==> config.mk <==
export PLATFORM = sky130hd
export DESIGN_NAME = fm_hdmi_vtg
export DESIGN_NICKNAME = d
export VERILOG_FILES = /design/src/rtl/fm_hdmi_vtg.sv
export SDC_FILE = /design/constraint.sdc
export NUM_CORES = 1
export LEC_CHECK = 0
export CAP_MARGIN = 20
export CORE_MARGIN = 2
export CORE_UTILIZATION = 45
export DETAILED_ROUTE_END_ITERATION = 16
export PLACE_DENSITY_LB_ADDON = 0.12
export SLEW_MARGIN = 25
export SYNTH_ARGS = -nofsm -noshare
export SYNTH_HDL_FRONTEND = slang
export SYNTH_SLANG_ARGS = --single-unit
==> constraint.sdc <==
create_clock -name clk_v -period 2.5 [get_ports clk_v]
set_input_delay 0.375 -clock clk_v [delete_from_list [all_inputs] [get_ports clk_v]]
set_output_delay 0.375 -clock clk_v [all_outputs]
set_load 0.02 [all_outputs]
==> src/rtl/fm_hdmi_vtg.sv <==
// rtl/fm_hdmi_vtg.sv - HDMI video timing generator and YCbCr 4:2:2 pixel scheduler
module fm_hdmi_vtg #(
    parameter int H_ACTIVE = 1280,
    parameter int H_FP     = 110,
    parameter int H_SYNC   = 40,
    parameter int H_BP     = 220,
    parameter int V_ACTIVE = 720,
    parameter int V_FP     = 5,
    parameter int V_SYNC   = 5,
    parameter int V_BP     = 20,
    parameter bit HS_POL   = 1'b1,
    parameter bit VS_POL   = 1'b1
) (
    input  logic       clk_v,
    input  logic       rst,
    input  logic       i_enable,
    input  logic       i_clr_underflow,
    output logic       o_pix_req,
    input  logic       i_pix_valid,
    input  logic [7:0] i_pix_y,
    input  logic [7:0] i_pix_c,
    output logic [7:0] o_y,
    output logic [7:0] o_c,
    output logic       o_c_phase,
    output logic       o_de,
    output logic       o_hsync,
    output logic       o_vsync,
    output logic       o_frame_start,
    output logic       o_underflow
);

    localparam logic [11:0] H_ACT      = 12'(H_ACTIVE);
    localparam logic [11:0] H_HS_START = 12'(H_ACTIVE + H_FP);
    localparam logic [11:0] H_HS_END   = 12'(H_ACTIVE + H_FP + H_SYNC);
    localparam logic [11:0] H_LAST     = 12'(H_ACTIVE + H_FP + H_SYNC + H_BP - 1);
    localparam logic [11:0] V_ACT      = 12'(V_ACTIVE);
    localparam logic [11:0] V_VS_START = 12'(V_ACTIVE + V_FP);
    localparam logic [11:0] V_VS_END   = 12'(V_ACTIVE + V_FP + V_SYNC);
    localparam logic [11:0] V_LAST     = 12'(V_ACTIVE + V_FP + V_SYNC + V_BP - 1);

    localparam logic [7:0] Y_BLANK = 8'h10;
    localparam logic [7:0] C_BLANK = 8'h80;

    typedef enum logic {
        ST_IDLE = 1'b0,
        ST_RUN  = 1'b1
    } state_t;

    state_t      r_state;
    state_t      w_state_nxt;
    logic [11:0] r_h_cnt;
    logic [11:0] r_v_cnt;
    logic        r_phase_acc;

    logic w_run;
    logic w_h_last;
    logic w_v_last;
    logic w_active;
    logic w_hs_win;
    logic w_vs_win;
    logic w_phase_cur;

    assign w_run    = (r_state == ST_RUN);
    assign w_h_last = (r_h_cnt == H_LAST);
    assign w_v_last = (r_v_cnt == V_LAST);
    assign w_active = (r_h_cnt < H_ACT) && (r_v_cnt < V_ACT);
    assign w_hs_win = (r_h_cnt >= H_HS_START) && (r_h_cnt < H_HS_END);
    assign w_vs_win = (r_v_cnt >= V_VS_START) && (r_v_cnt < V_VS_END);

    // Chroma phase restarts at the start of every line; a line always begins with Cb.
    assign w_phase_cur = (r_h_cnt == 12'd0) ? 1'b0 : r_phase_acc;

    assign o_pix_req = w_run && w_active;

    // State register.
    always_ff @(posedge clk_v) begin
        if (rst) begin
            r_state <= ST_IDLE;
        end else begin
            r_state <= w_state_nxt;
        end
    end

    // Next state: enable is only looked at in IDLE and on the last pixel of a frame.
    always_comb begin
        w_state_nxt = r_state;
        case (r_state)
            ST_IDLE: if (i_enable) w_state_nxt = ST_RUN;
            ST_RUN:  if (w_h_last && w_v_last && !i_enable) w_state_nxt = ST_IDLE;
            default: w_state_nxt = ST_IDLE;
        endcase
    end

    // Raster counters; held at zero outside RUN so a new frame always starts at the origin.
    always_ff @(posedge clk_v) begin
        if (rst || !w_run) begin
            r_h_cnt <= 12'd0;
            r_v_cnt <= 12'd0;
        end else if (w_h_last) begin
            r_h_cnt <= 12'd0;
            r_v_cnt <= w_v_last ? 12'd0 : r_v_cnt + 12'd1;
        end else begin
            r_h_cnt <= r_h_cnt + 12'd1;
        end
    end

    // Chroma phase accumulator toggles once per popped pixel.
    always_ff @(posedge clk_v) begin
        if (rst) begin
            r_phase_acc <= 1'b0;
        end else if (o_pix_req) begin
            r_phase_acc <= ~w_phase_cur;
        end
    end

    // Output stage: one register between the counters/FIFO and the DDR output block.
    always_ff @(posedge clk_v) begin
        if (rst) begin
            o_de          <= 1'b0;
            o_y           <= Y_BLANK;
            o_c           <= C_BLANK;
            o_c_phase     <= 1'b0;
            o_hsync       <= ~HS_POL;
            o_vsync       <= ~VS_POL;
            o_frame_start <= 1'b0;
        end else begin
            o_de          <= o_pix_req;
            o_y           <= (o_pix_req && i_pix_valid) ? i_pix_y : Y_BLANK;
            o_c           <= (o_pix_req && i_pix_valid) ? i_pix_c : C_BLANK;
            o_c_phase     <= o_pix_req && w_phase_cur;
            o_hsync       <= (w_run && w_hs_win) ? HS_POL : ~HS_POL;
            o_vsync       <= (w_run && w_vs_win) ? VS_POL : ~VS_POL;
            o_frame_start <= w_run && (r_h_cnt == 12'd0) && (r_v_cnt == 12'd0);
        end
    end

    // Sticky underflow flag; a new underflow beats a simultaneous clear.
    always_ff @(posedge clk_v) begin
        if (rst) begin
            o_underflow <= 1'b0;
        end else if (o_pix_req && !i_pix_valid) begin
            o_underflow <= 1'b1;
        end else if (i_clr_underflow) begin
            o_underflow <= 1'b0;
        end
    end

endmodule

; ---- Yosys cells after proc, flatten, opt, wreduce, memory -nomap -nowiden
; Cells that the tools add are included.
[op_classes]
addsub = 2
order_cmp = 6
n_eq_ne = 2
mux = 9
bitwise_logic = 3
n_reduce_logical = 22
[ops]
columns = op, n
row1 = adder 12 x 1 -> 12 bit (second input constant), 2
row2 = zero test 12 bit, 2
row3 = less-than comparator 12 x 10 -> 1 bit (second input constant), 2
row4 = less-than comparator 12 x 11 -> 1 bit (second input constant), 2
row5 = logical AND 1 bit, 13
row6 = equality test 12 x 10 -> 1 bit (second input constant), 1
row7 = equality test 12 x 11 -> 1 bit (second input constant), 1
row8 = >= comparator 12 x 10 -> 1 bit (second input constant), 1
row9 = >= comparator 12 x 11 -> 1 bit (second input constant), 1
row10 = two-way mux 12 bit, 1
row11 = two-way mux 1 bit, 7
row12 = OR reduction 2 bit, 2
row13 = zero test 1 bit, 3
row14 = inverter 1 bit, 3
row15 = one-hot mux 1 bit (2 select lines), 1
row16 = nonzero test 2 bit, 1
row17 = logical OR 1 bit, 1
[word_totals]
reg_bits = 48
inputBits = 21
word_cells = 56

; ---- Logic depth before layout (Yosys ltp)
; Gate-level depths: netlist (run 1).
[depth]
ltp_word = 6
mapped_depth = 8

; ---- Least setup slack after synthesis (run 1)
; OpenSTA, ideal clock, no wires.
[synth_timing]
path_type = register to register
from = reg r_h_cnt[2]
to = reg r_v_cnt[9]
setup_ns = 0.070
arrival_time_ns = 2.252
required_ns = 2.430
path_slack_ns = 0.178
path_stages_with_launch = 8
n_path_buf = 3
path_cell_list = dfxtp_1 > buf_6 > or4_4 > buf_6 > or4_4 > buf_6 > or4_1 > a21oi_1
[synth_between]
elab_chain_cells = 1
[synth_rtl]
columns = element, line_no
row1 = "start, declared", 51  ; logic [11:0] r_h_cnt;
row2 = "start signal, assigned", 103  ; r_h_cnt <= r_h_cnt + 12'd1;
row3 = equality test 12 x 11 -> 1 bit, 64  ; assign w_h_last = (r_h_cnt == H_LAST);
row4 = "end signal, assigned", 101  ; r_v_cnt <= w_v_last ? 12'd0 : r_v_cnt + 12'd1;
row5 = "end, declared", 52  ; logic [11:0] r_v_cnt;
; Every way passes these cells.
; A chain may end at the register's enable or synchronous reset.

; ---- Worst setup path in the final report (run 1)
; Ends and elaborated chain as after synthesis.

==> results of run 1 <==
[worst max-delay path, delay by kind of cell (launching register included)]
kind,cells,cell delay (ps)
AO/OA/AOI/OAI,1,150
flip-flops,1,380
AND/OR/NAND/NOR,3,1720
[cells by family after synthesis]
family          count (synthesis)  synth area share
simple gates                  112             0.302
flops                          48             0.465
compound gates                 33            0.0988
buf+inv                        18            0.0436
xor+xnor                       10            0.0424
fa+ha+maj                       7            0.0424
mux                             1           0.00485
[power by group]
part | internal (uW) | switching [uW]
clock network | 190 | 251
logic | 63.9 | 49.2
registers | 779 | 7.29
[per-layer routing]
| layer | wire, microns | GRT usage | part of all wire | vias up |
|---|---|---|---|---|
| li1 | - | - | - | 900 |
| met2 | 2090 | 0.285 | 0.48 | 36 |
| met5 | 0 | 0 | 0 | - |
| met4 | 50 | 0.0608 | 0.012 | 0 |
| met3 | 191 | 0.0492 | 0.044 | 4 |
| met1 | 2000 | 0.225 | 0.46 | 791 |
[cell type report]
type	count	area share
multi-input combinational	163	0.391
sequential	48	0.367
timing repair buffer	46	0.173
clock buffer	5	0.0263
tap	52	0.0249
inverter	9	0.0129
clock inverter	2	0.00478
[worst min-delay path by stage]
stage,startpoint,cells after the start,to,slack [ps]
after floorplan,r_phase_acc,2,r_phase_acc,430
after CTS,r_phase_acc,2,r_phase_acc,480
after detailed placement,r_phase_acc,2,r_phase_acc,470
final,r_phase_acc,2,r_phase_acc,470
after global routing,r_phase_acc,2,r_phase_acc,510
after global placement,r_phase_acc,2,r_phase_acc,460
[registers in the layout, summed over array words and instances, names as in the netlist]
signal	count
o_underflow	1
o_vsync	1
o_c_phase	1
o_frame_start	1
r_state	1
o_hsync	1
r_phase_acc	1
r_v_cnt	12
o_de	1
o_c	8
o_y	8
r_h_cnt	12
[synthesized netlist by cell type]
cell type	n	share of area
o32a_1	1	0.0048
nor4b_1	3	0.013
ha_1	7	0.042
nand4_1	4	0.012
nand4b_1	1	0.0042
o21ai_2	1	0.0042
o21ai_0	6	0.015
xor2_1	2	0.0085
nor2_1	20	0.036
and2_1	15	0.045
nor3b_1	1	0.0036
buf_6	3	0.016
o211ai_1	1	0.0036
nand2b_1	5	0.015
a21oi_1	13	0.032
or3b_2	1	0.0042
nor2b_1	2	0.0061
nand3b_1	1	0.0036
o31ai_1	4	0.015
o41ai_1	1	0.0042
inv_1	9	0.016
mux2i_1	1	0.0048
a211oi_1	2	0.0073
nand3_1	12	0.029
nand2_1	15	0.027
a31oi_1	2	0.0061
nor3_1	8	0.019
and4_1	1	0.0042
clkbuf_1	6	0.011
a21o_1	1	0.0036
or2_2	1	0.0030
and3_1	1	0.0030
or4_1	4	0.015
xnor2_1	8	0.034
or4_4	2	0.011
dfxtp_1	48	0.47
or3_1	5	0.015
or4b_2	1	0.0048
nor4_1	9	0.027
a311oi_1	1	0.0042
[stage by stage]
stage / worst slack [ps] / instances / power [uW] / instance area (sq um)
3_5_place_dp: 207 / 318 / 920 / 2530
3_3_place_gp: 249 / 318 / 919 / 2530
4_1_cts: 175 / 325 / 1360 / 2620
5_1_grt: 102 / 325 / 1400 / 2620
2_1_floorplan: 178 / 229 / 853 / 2060
6_report: 181 / 325 / 1340 / 2620
==> reports/qor.yml, run 1 <==
setup_viol: 0
hold_class: "register to register"
die_x_microns: 71.7
routedWlPerCell_microns: 13.4
grt_usage: 0.176
drt-total-wl_microns: 4340
post-route-period-util: 0.928
power_density_nw_per_um2: 512
syn-num-nets: 257
drt-pass1-iter-count: 4
max_freq_mhz: 431
syn_area_sq_um: 2060
cts_tree: "built"
gp_congestion: 0.865
p_leak_uw: 0.000870
multi_input_area_sq_um: 1020
r2r_cells: 4
grt_pass1_vias: 1583
period_needed_ps: 2320
area_delta_synth_final_pct: 26.8
r2r_end: "r_v_cnt[9]"
ir_worst_vdd_mv: 0.296
endpoint: "r_v_cnt[9]"
clockBufferDepth: 2
setup_tns_ps: 0
hpwl_microns: 3170
cp_max_fo: 19
first_iter_violations: 123
ys_ff_latch: 48
initial_utilization: 0.471
drv_slew: 0
worst_pin_slew_ps: 491
status: "finished, final reports clean"
final_antenna_net_count: 0
finClkSkew_ps: 5.62
yosysSeqAreaShare: 0.465
crit_arrival_ps: 2550
clkSlewWorstSetupHoldPaths_ps: 90
drc: 0
cp_cell_sequence: "or4_4 -> or4_4 -> or4_1 -> a21oi_1"
rrSetupSlack_ps: 180
row_count: 24
fin_hold_ws_ps: 474
htree_levels: 2
cap_viol_max_count: 0
crit_slowest_cell: "or4_4"
die_h_microns: 71.7
critPathKind: "register to register"
diodes: 0
crit_top_cell: "or4_4"
final_cell_mix: "dfxtp_1, clkdlybuf4s50_1, nor2_1, nand2_1, and2_1"
vias_per_cell: 5.33
cts_root_buffer: "clkbuf_8"
rsz0062_at_grt: "false"
drive_above_1_share: 0.0659
grt_max_degree: 20
cts_hold_repair.buffers: 0
dieArea_sq_um: 5150
grt_pass1_wl_microns: 7140
cp-start-kind: "register"
final_util: 0.597
finalNetCount: 301
synth_cell_type_count: 40
cp.required_ps: 2730
synthCells: 229
overflow: 0
yosys_warnings: 0
cts_buffers: 5
cts_setup_buffers: 0
portBuffers: 43
antenna_found_initial: 0
fillers: 391
slowest_delay_ps: 620
post_cts_resized: 2
ff_latch_area_sq_um: 961
vias: 1731
end_kind: "register"
io_pins: 44
worstSkewPairLatency_ps: 300
syn_avg_cell_area_sq_um: 9.02
clock_sinks: 48
slew_headroom: 0.670
final_common_cell: "dfxtp_1"
r2r_start: "r_h_cnt[2]"
hold_viol: 0
crit_path_start: "r_h_cnt[2]"
core_sq_um: 4380
Note: power is estimated with default switching activity, not from simulation.
==> run 2, diff against run 1 <==
Settings changed: PLACE_DENSITY set to 0.84, PLACE_DENSITY_LB_ADDON 0.12 to not set.
==> run 2 against run 1 <==
Fmax is 0.54% lower. Core utilization is 0.40 points higher. Wire length is 1.8% higher. Combinational power hardly changed. Final area is 0.67% higher. First-iteration DRC count is 1.6% lower. Non-clock buffer count is 1 lower. Via count is 1.8% higher. Clock skew is 4.6 ps higher. Critical path depth is 1 higher. Sequential cell count stayed put. Sequential power hardly changed.
==> reports/qor.yml, run 2 (synthesis gave the netlist of run 1 again) <==
status: "finished, final reports clean"
grt_pass1_wl_microns: 7550
drt-total-wl_microns: 4420
r2r_start: "r_h_cnt[2]"
cts_tree: "built"
endpoint: "o_pix_req"
post-place-ws_ps: 188
final_cell_count_no_fill: 325
die_x_microns: 71.7
worst_pin_slew_ps: 466
final_common_cell: "dfxtp_1"
area_delta_synth_final_pct: 27.6
drv_slew: 0
p_clk_frac: 0.384
dr_wl_met2_microns: 2190
crit_slowest_cell: "or2_2"
period_needed_ps: 2330
grt_pass1_vias: 1677
grt_usage: 0.185
cts_hold_repair.buffers: 0
p_sw_uw: 320
cts_buffers: 5
power_density_nw_per_um2: 553
cp_max_fo: 6
drc: 0
fillers: 375
crit_path_start: "r_v_cnt[10]"
slew_headroom: 0.687
crit_arrival_ps: 1960
power.internal_uw: 1140
r2r_end: "r_v_cnt[8]"
cp_cell_sequence: "nor4b_1 -> o211ai_1 -> or2_2 -> inv_1 -> dlygate4sd2_1"
hpwl_microns: 3250
diodes: 0
slowest_delay_ps: 380
post-route-period-util: 0.933
cts_root_buffer: "clkbuf_8"
r2r_cells: 4
ir_worst_vdd_mv: 0.414
placedCellCount: 317
clkSlewWorstSetupHoldPaths_ps: 90
initial_utilization: 0.471
final_cell_mix: "dfxtp_1, clkdlybuf4s50_1, nor2_1, nand2_1, and2_1"
cp.required_ps: 2120
vias: 1762
rrSetupSlack_ps: 170
p_comb_frac: 0.077
hold_viol: 0
setup_tns_ps: 0
cap_viol_max_count: 0
row_count: 24
antenna_found_initial: 0
dpl_cell_area_sq_um: 2520
final_area_sq_um: 2640
seq_power_share: 0.539
portBuffers: 43
io_pins: 44
clockBufferDepth: 2
finalNetCount: 300
sw_frac_of_total: 0.220
vias_per_cell: 5.42
finClkSkew_ps: 10.2
gp_congestion: 0.810
cts_setup_buffers: 0
clock_sinks: 48
dieArea_sq_um: 5150
reg.largest.list: "r_h_cnt (12), r_v_cnt (12)"
overflow: 0
top_layer_used: "met4"
core_sq_um: 4380
end_kind: "output pin"
setup_viol: 0
post_cts_resized: 1
hp-start: "r_phase_acc"
rsz0062_at_grt: "false"
wl_met3_microns: 176
p_leak_uw: 0.000879
final_antenna_net_count: 0
first_iter_violations: 121
worstSkewPairLatency_ps: 300
htree_levels: 2
drive_above_1_share: 0.0623
cp-start-kind: "register"
wl_met1_microns: 1960
drt-pass1-iter-count: 4
max_freq_mhz: 429
grt_max_degree: 20
critPathKind: "register to output pin"
routedWlPerCell_microns: 13.6
hold_class: "register to register"
die_h_microns: 71.7
fin_ws_ps: 169
-- run 2: changes by cell type in the layout (fill, tap and decap cells not counted) --
cell,before,now
bufinv_16,0,1
nor3_2,1,0
nor3_1,7,8
buf_4,3,2
-- run 2: worst min path at each step --
| stage | slack (ps) | endpoint | cells after the start |
|---|---|---|---|
| 3_3_place_gp | 460 | r_phase_acc | 2 |
| 4_1_cts | 510 | r_phase_acc | 2 |
| 2_1_floorplan | 430 | r_phase_acc | 2 |
| 3_5_place_dp | 490 | r_h_cnt[0] | 1 |
| 6_report | 500 | r_phase_acc | 2 |
| 5_1_grt | 520 | r_phase_acc | 2 |
-- run 2: power groups by stage --
stage / combinational (uW) / clock (uW) / sequential, uW
2_1_floorplan: 35.9 / 0 / 817
3_3_place_gp: 112 / 0 / 804
3_5_place_dp: 114 / 0 / 805
4_1_cts: 114 / 566 / 787
5_1_grt: 122 / 596 / 789
6_report: 112 / 559 / 786
-- run 2: cell type report --
cell class,instances,area [sq um],area share
Timing Repair Buffer,45,444,0.169
Clock buffer,5,68.8,0.0261
Tap cell,52,65.1,0.0247
Inverter,9,33.8,0.0128
Multi-Input combinational cell,163,1020,0.387
Clock inverter,3,42.5,0.0161
Sequential cell,48,961,0.365
-- run 2: metal layers --
layer | GRT usage | vias up
met4 | 0.0839 | 0
met2 | 0.300 | 49
met1 | 0.236 | 808
li1 | - | 894
met5 | 0 | -
met3 | 0.0380 | 11
-- run 2: through the flow --
step | total power (uW) | hold WS [ps] | utilization
floorplan | 853 | 434 | -
global placement | 916 | 465 | 0.576
detailed placement | 919 | 492 | 0.576
CTS | 1470 | 507 | 0.601
global route | 1510 | 524 | 0.601
finish | 1460 | 498 | 0.601
-- run 2: worst max-delay path: cells and delay by family (launching register included) --
kind	cells	cell delay, ps
buffers and inverters	2	390
DFF	1	370
and+or+nand+nor	2	680
AOI/OAI and AO/OA	1	210
==> run 3, diff against run 2 <==
Settings changed: CORE_UTILIZATION 45 to 55, DONT_BUFFER_PORTS set to 1, PLACE_DENSITY 0.84 to 0.82.
==> run 3 against run 2 <==
Sequential share of layout area rose by 7.3 points. Register-to-register slack improved by 20 ps. Clock-buffer cell count did not move. Core utilization rose by 0.37 points. First-iteration DRC count rose by 3.3%. Final cell count fell by 15%. Sequential power rose by 2%. Wire length fell by 8.7%. Global-route usage rose by 1.4 points. Combinational power fell by 61%. Critical path depth fell by 1. Critical endpoint is now r_v_cnt[8]. Largest power group unchanged.
==> reports/qor.yml, run 3 (synthesis gave the netlist of run 1 again) <==
crit_family: "simple AND/OR/NAND/NOR gates"
cts_hold_repair.buffers: 0
cap_viol_max_count: 0
setup_tns_ps: 0
post-route-period-util: 0.926
critPathKind: "register to register"
post-place-ws_ps: 198
r2r_cells: 4
vias_per_cell: 5.79
drc: 0
grt_usage: 0.199
cp_cell_sequence: "or4_4 -> or4_4 -> or4_1 -> a21oi_1"
crit_slowest_cell: "or4_4"
fillers: 315
cp.required_ps: 2740
dieArea_sq_um: 4260
vias: 1605
io_pins: 44
routedWlPerCell_microns: 14.6
overflow: 0
hold_viol: 0
holdPathStages: 1
drt-pass1-iter-count: 5
rsz0062_at_grt: "false"
max_freq_mhz: 432
crit_top_cell: "or4_4"
final_cell_mix: "dfxtp_1, nor2_1, nand2_1, and2_1, a21oi_1"
finClkSkew_ps: 7.01
row_count: 22
die_x_microns: 65.3
cp-start-kind: "register"
portBuffers: 0
area_delta_synth_final_pct: 6.42
grt_pass1_wl_microns: 6570
hp-start: "rst"
end_kind: "register"
clock_sinks: 48
antenna_found_initial: 0
rrSetupSlack_ps: 190
ff_latch_area_sq_um: 961
drv_slew: 0
hpwl_microns: 2920
finalNetCount: 256
r2r_end: "r_v_cnt[8]"
slew_headroom: 0.375
grt_pass1_vias: 1446
grt_max_degree: 20
reg.largest.list: "r_h_cnt (12), r_v_cnt (12)"
p_leak_uw: 0.000712
final_common_cell: "dfxtp_1"
drive_above_1_share: 0.0699
cts_tree: "built"
ir_worst_vdd_mv: 0.403
initial_utilization: 0.568
htree_levels: 2
cp_max_fo: 19
worst_pin_slew_ps: 935
cts_root_buffer: "clkbuf_8"
cts_buffers: 5
hold_class: "input pin to register"
first_iter_violations: 125
multi_input_area_sq_um: 1020
setup_viol: 0
drt-total-wl_microns: 4030
gp_congestion: 0.818
hold_path_end: "o_de"
r2r_start: "r_h_cnt[2]"
die_h_microns: 65.3
power_density_nw_per_um2: 644
clkSlewWorstSetupHoldPaths_ps: 90
post_cts_resized: 0
slowest_delay_ps: 620
cts_setup_buffers: 0
core_sq_um: 3630
fin_ws_ps: 185
status: "finished, final reports clean"
worstSkewPairLatency_ps: 310
final_antenna_net_count: 0
clockBufferDepth: 2
worst-path-stages: 4
crit_arrival_ps: 2560
diodes: 0
period_needed_ps: 2310
cp.buffers_inverters: 0
run 3: routing by layer:
metal / track usage / up-vias / wire length [microns]
met5: 0 / - / 0
met4: 0.0703 / 0 / 60
met3: 0.0479 / 9 / 137
met2: 0.314 / 32 / 1980
met1: 0.265 / 760 / 1850
li1: - / 804 / -
run 3: metrics by stage:
stage / std cells / instance area [sq um] / utilization / power (uW) / hold WS (ps)
6_report: 277 / 2200 / 0.605 / 1420 / 126
5_1_grt: 277 / 2200 / 0.605 / 1460 / 117
4_1_cts: 277 / 2200 / 0.605 / 1420 / 127
3_5_place_dp: 269 / 2080 / 0.573 / 863 / 450
3_3_place_gp: 269 / 2080 / 0.573 / 862 / 449
2_1_floorplan: 229 / 2060 / - / 853 / 434
run 3: worst register-to-register path: stages, from the launching register on:
cell,delay [ps]
dfxtp_1,380
or4_4,600
or4_4,620
or4_1,500
a21oi_1,150
run 3: how the worst max path moves through the flow:
stage,from,to
floorplan,r_h_cnt[2],r_v_cnt[9]
global placement,r_h_cnt[2],r_v_cnt[8]
detailed placement,r_h_cnt[2],r_v_cnt[8]
CTS,r_h_cnt[2],r_v_cnt[8]
global route,r_h_cnt[2],r_v_cnt[9]
finish,r_h_cnt[2],r_v_cnt[8]
run 3: final cells by class:
type / instances / share of cell area
multi-input combinational: 163 / 0.464
sequential: 48 / 0.437
clock buffer: 5 / 0.0313
tap: 48 / 0.0273
clock inverter: 3 / 0.0211
inverter: 9 / 0.0154
timing repair buffer: 1 / 0.00342
run 3: report_power, final:
part           leakage (uW)  internal (uW)  switching, uW  total, uW
Combinational      0.000269           16.7           26.8       43.4
Sequential         0.000389            779           22.3        802
Clock             0.0000548            301            270        571
Total              0.000712           1100            319       1420
